**config.mk**
```make
export PLATFORM = sky130hd
export DESIGN_NAME = aig_truth_sweeper
export DESIGN_NICKNAME = d
export VERILOG_FILES = /design/src/rtl/aig_truth_sweeper.sv
export SDC_FILE = /design/constraint.sdc
export NUM_CORES = 1
export LEC_CHECK = 0
export BUFFER_PORTS_ARGS = -buffer_cell sky130_fd_sc_hd__clkbuf_2
export CAP_MARGIN = 20
export CORE_MARGIN = 2
export CORE_UTILIZATION = 57
export DETAILED_ROUTE_END_ITERATION = 7
export PLACE_DENSITY = 0.83
export REMOVE_ABC_BUFFERS = 1
export SYNTH_ARGS = -nofsm -noshare
export SYNTH_HDL_FRONTEND = slang
export SYNTH_SLANG_ARGS = --single-unit
export TNS_END_PERCENT = 20
```
**constraint.sdc**
```tcl
create_clock -name clk -period 4.6 [get_ports clk]
set_input_delay 1.38 -clock clk [delete_from_list [all_inputs] [get_ports clk]]
set_output_delay 1.38 -clock clk [all_outputs]
set_load 0.01 [all_outputs]
```
**src/rtl/aig_truth_sweeper.sv**
```systemverilog
// Exhaustive sequential evaluator for a combinational AIG: drives every input
// vector, captures the realised truth table and compares it with a golden table.
module aig_truth_sweeper #(
  parameter int N_IN   = 3,
  parameter int SETTLE = 1
) (
  input  logic                 clk,
  input  logic                 rst,
  input  logic                 start,
  input  logic [2**N_IN-1:0]   expected,
  output logic [N_IN-1:0]      dut_x,
  input  logic                 dut_z,
  output logic                 busy,
  output logic                 done,
  output logic                 pass,
  output logic [2**N_IN-1:0]   truth_table,
  output logic [N_IN:0]        mismatch_count,
  output logic [N_IN-1:0]      first_fail_idx
);

  localparam int T  = 2**N_IN;
  localparam int CW = (SETTLE > 1) ? $clog2(SETTLE) : 1;
  localparam logic [CW-1:0] CNT_LAST = CW'(SETTLE - 1);
  localparam logic [N_IN:0] IDX_LAST = (N_IN + 1)'(T - 1);
  localparam logic [N_IN:0] IDX_ONE  = (N_IN + 1)'(1);
  localparam logic [CW-1:0] CNT_ONE  = CW'(1);

  typedef enum logic [1:0] {
    ST_IDLE   = 2'd0,
    ST_DRIVE  = 2'd1,
    ST_SAMPLE = 2'd2,
    ST_DONE   = 2'd3
  } state_t;

  state_t          state_r, state_nx_s;
  logic [N_IN:0]   idx_r, idx_nx_s;
  logic [CW-1:0]   cnt_r, cnt_nx_s;
  logic            drive_nx_s;
  logic            mismatch_s;
  logic [T-1:0]    exp_r, tt_r;
  logic [N_IN:0]   mm_r;
  logic [N_IN-1:0] ff_r, dut_x_r;
  logic            busy_r, done_r, pass_r;

  assign dut_x          = dut_x_r;
  assign busy           = busy_r;
  assign done           = done_r;
  assign pass           = pass_r;
  assign truth_table    = tt_r;
  assign mismatch_count = mm_r;
  assign first_fail_idx = ff_r;

  // Next-state, vector index and settle-count logic
  always_comb begin
    state_nx_s = state_r;
    idx_nx_s   = idx_r;
    cnt_nx_s   = cnt_r;
    case (state_r)
      ST_IDLE: begin
        if (start) begin
          state_nx_s = ST_DRIVE;
          idx_nx_s   = {(N_IN + 1){1'b0}};
          cnt_nx_s   = {CW{1'b0}};
        end else begin
          state_nx_s = ST_IDLE;
        end
      end
      ST_DRIVE: begin
        if (cnt_r == CNT_LAST) begin
          state_nx_s = ST_SAMPLE;
          cnt_nx_s   = {CW{1'b0}};
        end else begin
          cnt_nx_s = cnt_r + CNT_ONE;
        end
      end
      ST_SAMPLE: begin
        // terminal compare on T-1 keeps idx from ever wrapping
        if (idx_r == IDX_LAST) begin
          state_nx_s = ST_DONE;
        end else begin
          state_nx_s = ST_DRIVE;
          idx_nx_s   = idx_r + IDX_ONE;
        end
      end
      ST_DONE: begin
        state_nx_s = ST_IDLE;
        idx_nx_s   = {(N_IN + 1){1'b0}};
      end
      default: begin
        state_nx_s = ST_IDLE;
        idx_nx_s   = {(N_IN + 1){1'b0}};
        cnt_nx_s   = {CW{1'b0}};
      end
    endcase
  end

  // Vector is on the AIG inputs throughout DRIVE and SAMPLE
  always_comb begin
    drive_nx_s = 1'b0;
    if ((state_nx_s == ST_DRIVE) || (state_nx_s == ST_SAMPLE)) begin
      drive_nx_s = 1'b1;
    end else begin
      drive_nx_s = 1'b0;
    end
  end

  assign mismatch_s = (dut_z != exp_r[idx_r[N_IN-1:0]]);

  // State register and outputs registered from the next state
  always_ff @(posedge clk) begin
    if (rst) begin
      state_r <= ST_IDLE;
      idx_r   <= {(N_IN + 1){1'b0}};
      cnt_r   <= {CW{1'b0}};
      busy_r  <= 1'b0;
      done_r  <= 1'b0;
      dut_x_r <= {N_IN{1'b0}};
    end else begin
      state_r <= state_nx_s;
      idx_r   <= idx_nx_s;
      cnt_r   <= cnt_nx_s;
      busy_r  <= (state_nx_s != ST_IDLE);
      done_r  <= (state_nx_s == ST_DONE);
      dut_x_r <= drive_nx_s ? idx_nx_s[N_IN-1:0] : {N_IN{1'b0}};
    end
  end

  // Golden-table latch and result accumulation
  always_ff @(posedge clk) begin
    if (rst) begin
      exp_r  <= {T{1'b0}};
      tt_r   <= {T{1'b0}};
      mm_r   <= {(N_IN + 1){1'b0}};
      ff_r   <= {N_IN{1'b0}};
      pass_r <= 1'b0;
    end else begin
      case (state_r)
        ST_IDLE: begin
          if (start) begin
            exp_r  <= expected;
            tt_r   <= {T{1'b0}};
            mm_r   <= {(N_IN + 1){1'b0}};
            ff_r   <= {N_IN{1'b0}};
            pass_r <= 1'b0;
          end
        end
        ST_SAMPLE: begin
          tt_r[idx_r[N_IN-1:0]] <= dut_z;
          if (mismatch_s) begin
            mm_r <= mm_r + IDX_ONE;
            if (mm_r == {(N_IN + 1){1'b0}}) begin
              ff_r <= idx_r[N_IN-1:0];
            end
          end
        end
        ST_DONE: begin
          pass_r <= (mm_r == {(N_IN + 1){1'b0}});
        end
        default: begin
        end
      endcase
    end
  end

endmodule

```
-- Word-level counts from Yosys, hierarchy flattened
Index checks and enable logic that the tools add are counted.
- add/subtract/negate cells: 3
- magnitude comparators: 2
- eq/ne operators: 12
- muxes and demuxes: 26
- bitwise logic cells: 1
- reductions and logical operators: 17
- operators by type and width (operator ; number):
    4-bit two-way mux ; 4
    8-bit one-hot mux with 2 select lines ; 1
    4-bit one-hot mux with 3 select lines ; 1
    3-bit two-way mux ; 3
    4-bit by 1-bit adder with 4-bit output, second input constant ; 2
    8-bit bitwise mux ; 1
    2-bit equality test, second input constant ; 4
    8-bit two-way mux ; 1
    2-bit inequality test, second input constant ; 4
    2-bit one-hot mux with 4 select lines ; 1
    4-bit one-hot mux with 2 select lines ; 1
    2-bit AND reduction ; 4
    2-bit nonzero test ; 4
    1-bit two-way mux ; 6
    3-bit one-hot mux with 2 select lines ; 1
    3-bit AND reduction ; 2
    2-bit by 1-bit equality test with 1-bit output, second input constant ; 2
    4-bit by 3-bit equality test with 1-bit output, second input constant ; 1
    4-bit logical NOT ; 1
    3-bit by 4-bit less-than comparator with 1-bit output, second input constant ; 1
    2-bit two-way mux ; 2
    1-bit one-hot mux with 2 select lines ; 2
    4-bit AND reduction ; 1
    1-bit binary-select mux with 3-bit select ; 1
    other kinds (10) ; 10
- register bits after elaboration: 36
- input bits: 12
- output and inout port bits: 21
- word-level logic and storage cells: 73

-- Depth between registers and ports, before layout
- depth after elaboration: 8
- mapped depth: 7

-- Least setup slack after synthesis
No wires, ideal clock.
- path type: input-to-reg
- start: input port start
- end: register ff_r[0], in the netlist first_fail_idx[0]
- arrival time: 2.682 ns
- data required time: 4.512 ns
- path slack: 1.830 ns
- stages: 6
- buffers on the path: 1
- cell sequence: nor2b_1 > and2_1 > clkbuf_1 > nor2_1 > or4_4 > o32ai_2
- cells in the longest elaborated chain, start to end: 2
- ends and longest elaborated chain (element ; line ; source):
    from (decl) ; 9 ; input logic start,
    2-bit inequality test (no source line) ; -- ;
    4-bit AND reduction (no source line) ; -- ;
    to (signal assigned) ; 134 ; ff_r <= {N_IN{1'b0}};
    to (signal assigned) ; 143 ; ff_r <= {N_IN{1'b0}};
    to (signal assigned) ; 152 ; ff_r <= idx_r[N_IN-1:0];
    to (decl) ; 42 ; logic [N_IN-1:0] ff_r, dut_x_r;
No other way between the ends.
A chain may end at the register's enable or synchronous reset.

-- Final worst setup path
Ends and elaborated chain as after synthesis.

==> results.rst <==
.. list-table::
   :header-rows: 1

   * - Metric
     - Value
   * - Status
     - finished, final reports clean
   * - Total via count in the routed design
     - 1438
   * - Fillcell total
     - 240
   * - Global-route wire length before repair
     - 5.83 mm
   * - Via count of the first global-routing pass
     - 1349
   * - Initial DRC count
     - 61
   * - Critical Path Sink Type
     - register
   * - Ratio of final minimum period to clock period
     - 56.2%
   * - Transition time of the tightest slew-check pin
     - 0.924 ns
   * - Number of top-level pins
     - 33
   * - Setup-violating endpoint count in the final report
     - 0
   * - Combinational group share of total power
     - 10.0%
   * - Clk slew on worst S/H paths
     - 0.11 ns
   * - Source of the worst register-to-register timing path
     - idx_r[0]
   * - Post-synth ARST share
     - 0%
   * - Largest fanout on the critical path
     - 10
   * - Number of storage elements in the synthesis netlist
     - 35
   * - Ant diodes
     - 0
   * - Detailed-routed wire length on met3
     - 234 um
   * - Number of buffers created by CTS
     - 5
   * - Timing startpoint of the critical path
     - start
   * - Share of post-route cells with drive strength above 1
     - 19.7%
   * - Clock insertion delay at the later pin of the skew report
     - 0.35 ns
   * - Number of nets still failing antenna checks after routing
     - 0
   * - Met2 WL
     - 1.71 mm
   * - Cell with the most instances after synthesis
     - sky130_fd_sc_hd__dfxtp_1
   * - Share of power burned in the clock network
     - 30.5%
   * - Commonest cells in the netlist
     - sky130_fd_sc_hd__dfxtp_1, sky130_fd_sc_hd__nand2_1, sky130_fd_sc_hd__a21oi_1
   * - Total leakage power
     - 0.706 nW
   * - Fin Setup TNS
     - 0 ns
   * - Power Density
     - 299 nW/um^2
   * - Via-to-Cell Ratio
     - 5.78
   * - Post-layout minimum cycle time
     - 2.58 ns
   * - Half-perimeter wire length after placement
     - 2.36 mm
   * - Overall routed net length
     - 3.42 mm
   * - Required @ worst endpoint
     - 4.87 ns
   * - Starting utilization of the core area
     - 58.8%
   * - Dominant cell type by area after synthesis
     - sky130_fd_sc_hd__dfxtp_1
   * - Root buffer cell
     - sky130_fd_sc_hd__clkbuf_4
   * - Crit path DAT
     - 2.85 ns
   * - Height of the chip
     - 56.9 um
   * - Seq/Total Area, Yosys
     - 44.0%
   * - Endpoints failing hold
     - 0
   * - Final routed wire length divided by cell count
     - 13.7 um
   * - Global-route congestion overflow total
     - 0
   * - Unrepaired setup endpoints after global routing
     - no
   * - Post-Synthesis Cells
     - 191
   * - Prevailing post-synth register cell
     - sky130_fd_sc_hd__dfxtp_1
   * - Area enclosed by the die boundary
     - 3240 um^2
   * - Port Buffers
     - 32
   * - Area growth from synthesis to final layout
     - 12.1%
   * - H-tree depth
     - 2
   * - Maximum number of pins on one net before global-route repair
     - 34
   * - Floorplan core area
     - 2710 um^2
   * - Fraction of power spent switching nets
     - 27.0%
   * - Quantity of hold-fixing buffers added after cts
     - 0
   * - Worst slew margin
     - 38.2%
   * - Avg Synthesized Cell Area
     - 8.35 um^2
   * - Post-place instance area
     - 1740 um^2
   * - Longest Clk Path Bufs
     - 2
   * - Fraction of power consumed by sequential logic
     - 59.5%
   * - Uppermost layer routed
     - met4
   * - Row cnt
     - 19
   * - CTS tree
     - done
   * - Count of maximum capacitance violations
     - 0
   * - Fin Clk Skew
     - 0.0133 ns
   * - Iteration count of the initial detailed-routing pass
     - 4
   * - Width of the chip
     - 56.9 um
   * - Cell area after technology mapping
     - 1590 um^2
   * - GP Congestion
     - 0.772
   * - M1 WL
     - 1.44 mm
   * - Hold Path Origin
     - exp_r[2]
   * - Overall track demand over capacity in global routing
     - 23.0%
   * - Resized Gates After CTS
     - 0
   * - Hold Path Class
     - register to register
   * - Buffers inserted during post-CTS setup optimization
     - 0
   * - Area fraction of the dominant cell type after synthesis
     - 44.0%
   * - DRC errors left
     - 0
   * - Internal power summed over all cells
     - 0.000389 W
   * - Slew Viols, Final
     - 0
   * - Max VDD drop
     - 262 uV
   * - Largest cells by area after synthesis
     - sky130_fd_sc_hd__dfxtp_1, sky130_fd_sc_hd__a21oi_1, sky130_fd_sc_hd__nand2_1, sky130_fd_sc_hd__nand3_1, sky130_fd_sc_hd__ha_1
   * - Kind of launch point of the worst setup path
     - input pin
   * - Summed area of non-filler cells in the final layout
     - 1790 um^2
   * - Number of enable flip-flop cells after synthesis
     - 0
   * - Warnings from Yosys
     - 0
   * - Switching power of the nets
     - 0.000144 W
   * - Category of the most critical setup path
     - input pin to register
   * - Number of antenna violations at the first check in global routing
     - 0
   * - Number of distinct standard cells referenced by the synthesized netlist
     - 36
   * - Fmax
     - 0.387 GHz
   * - Final layout net count
     - 234
   * - Sinks on the clock net
     - 35
-- final timing paths --
check,endpoint,slack (ns),cells past startpoint
worst max-delay path,first_fail_idx[0],2.02,6
worst min-delay path,exp_r[2],0.47,2
worst min register to register,exp_r[2],0.47,2
worst max register to register,first_fail_idx[0],2.11,5
-- registers in the layout, indices dropped and copies added (netlist names) --
signal,flops
exp_r,8
dut_x,3
pass,1
busy,1
state_r,2
first_fail_idx,3
done,1
mismatch_count,4
idx_r,4
truth_table,8
-- power by group through the flow --
| stage | combinational [W] | clock, W | sequential [W] |
|---|---|---|---|
| final | 0.0000531 | 0.000163 | 0.000318 |
| after detailed placement | 0.0000529 | 0 | 0.000324 |
| after global routing | 0.0000603 | 0.000175 | 0.000318 |
| after global placement | 0.0000508 | 0 | 0.000324 |
| after floorplan | 0.0000325 | 0 | 0.000323 |
| after CTS | 0.0000531 | 0.000165 | 0.000317 |
-- final cells by class --
class                   instances  area, um^2  area share [%]
clock buffers                   7        45.0            2.52
clock inverters                 1        5.00           0.280
inverters                       8        30.0            1.68
multi-input cells             135         807            45.2
flip-flops and latches         35         701            39.2
well taps                      31        38.8            2.17
repair buffers                 32         160            8.96
-- metrics by stage --
step | setup slack [ns] | power [W] | cells | hold WS (ns) | utilization [%]
2_1_floorplan | 1.94 | 0.000356 | 178 | 0.430 | -
3_3_place_gp | 1.72 | 0.000375 | 241 | 0.445 | 64.1
3_5_place_dp | 1.65 | 0.000377 | 241 | 0.455 | 64.1
4_1_cts | 2.02 | 0.000536 | 249 | 0.469 | 65.9
5_1_grt | 1.86 | 0.000554 | 249 | 0.490 | 65.9
6_report | 2.02 | 0.000534 | 249 | 0.471 | 65.9
-- cell families (layout without fill, tap and decap cells) --
logic type	Yosys count	in the layout	share of synthesized area, %
adder cells (fa/ha/maj)	5	5	3.92
multiplexers	5	5	3.92
XOR/XNOR	3	3	2.12
AO/OA/AOI/OAI	41	41	15.6
buffers and inverters	21	48	5.42
AND/OR/NAND/NOR	81	81	25.0
flip-flops	35	35	44.0
-- layout by cell type, fill, tap and decap left out, drive strengths merged, types with 4 or more instances in the layout --
| master | netlist | layout |
|---|---|---|
| ha | 5 | 5 |
| clkbuf | 11 | 39 |
| dfxtp | 35 | 35 |
| o21ai | 5 | 5 |
| nand2b | 5 | 5 |
| nor2b | 4 | 4 |
| a21oi | 24 | 24 |
| nand3 | 13 | 13 |
| and2 | 4 | 4 |
| nand4 | 4 | 4 |
| nor2 | 16 | 16 |
| inv | 8 | 8 |
| mux2i | 4 | 4 |
| nand2 | 26 | 26 |
-- layer usage --
layer / vias up / GRT usage, %
met5: - / 0
met4: 0 / 7.64
met3: 5 / 7.60
met2: 50 / 36.9
met1: 669 / 29.0
li1: 714 / -
-- worst max-delay path, cell delays in order --
cell,delay [ns]
sky130_fd_sc_hd__clkbuf_2,0.09
sky130_fd_sc_hd__nor2b_1,0.25
sky130_fd_sc_hd__and2_1,0.38
sky130_fd_sc_hd__nor2_1,0.11
sky130_fd_sc_hd__or4_4,0.44
sky130_fd_sc_hd__o32ai_2,0.21
Power figures use the tool's default switching activity.
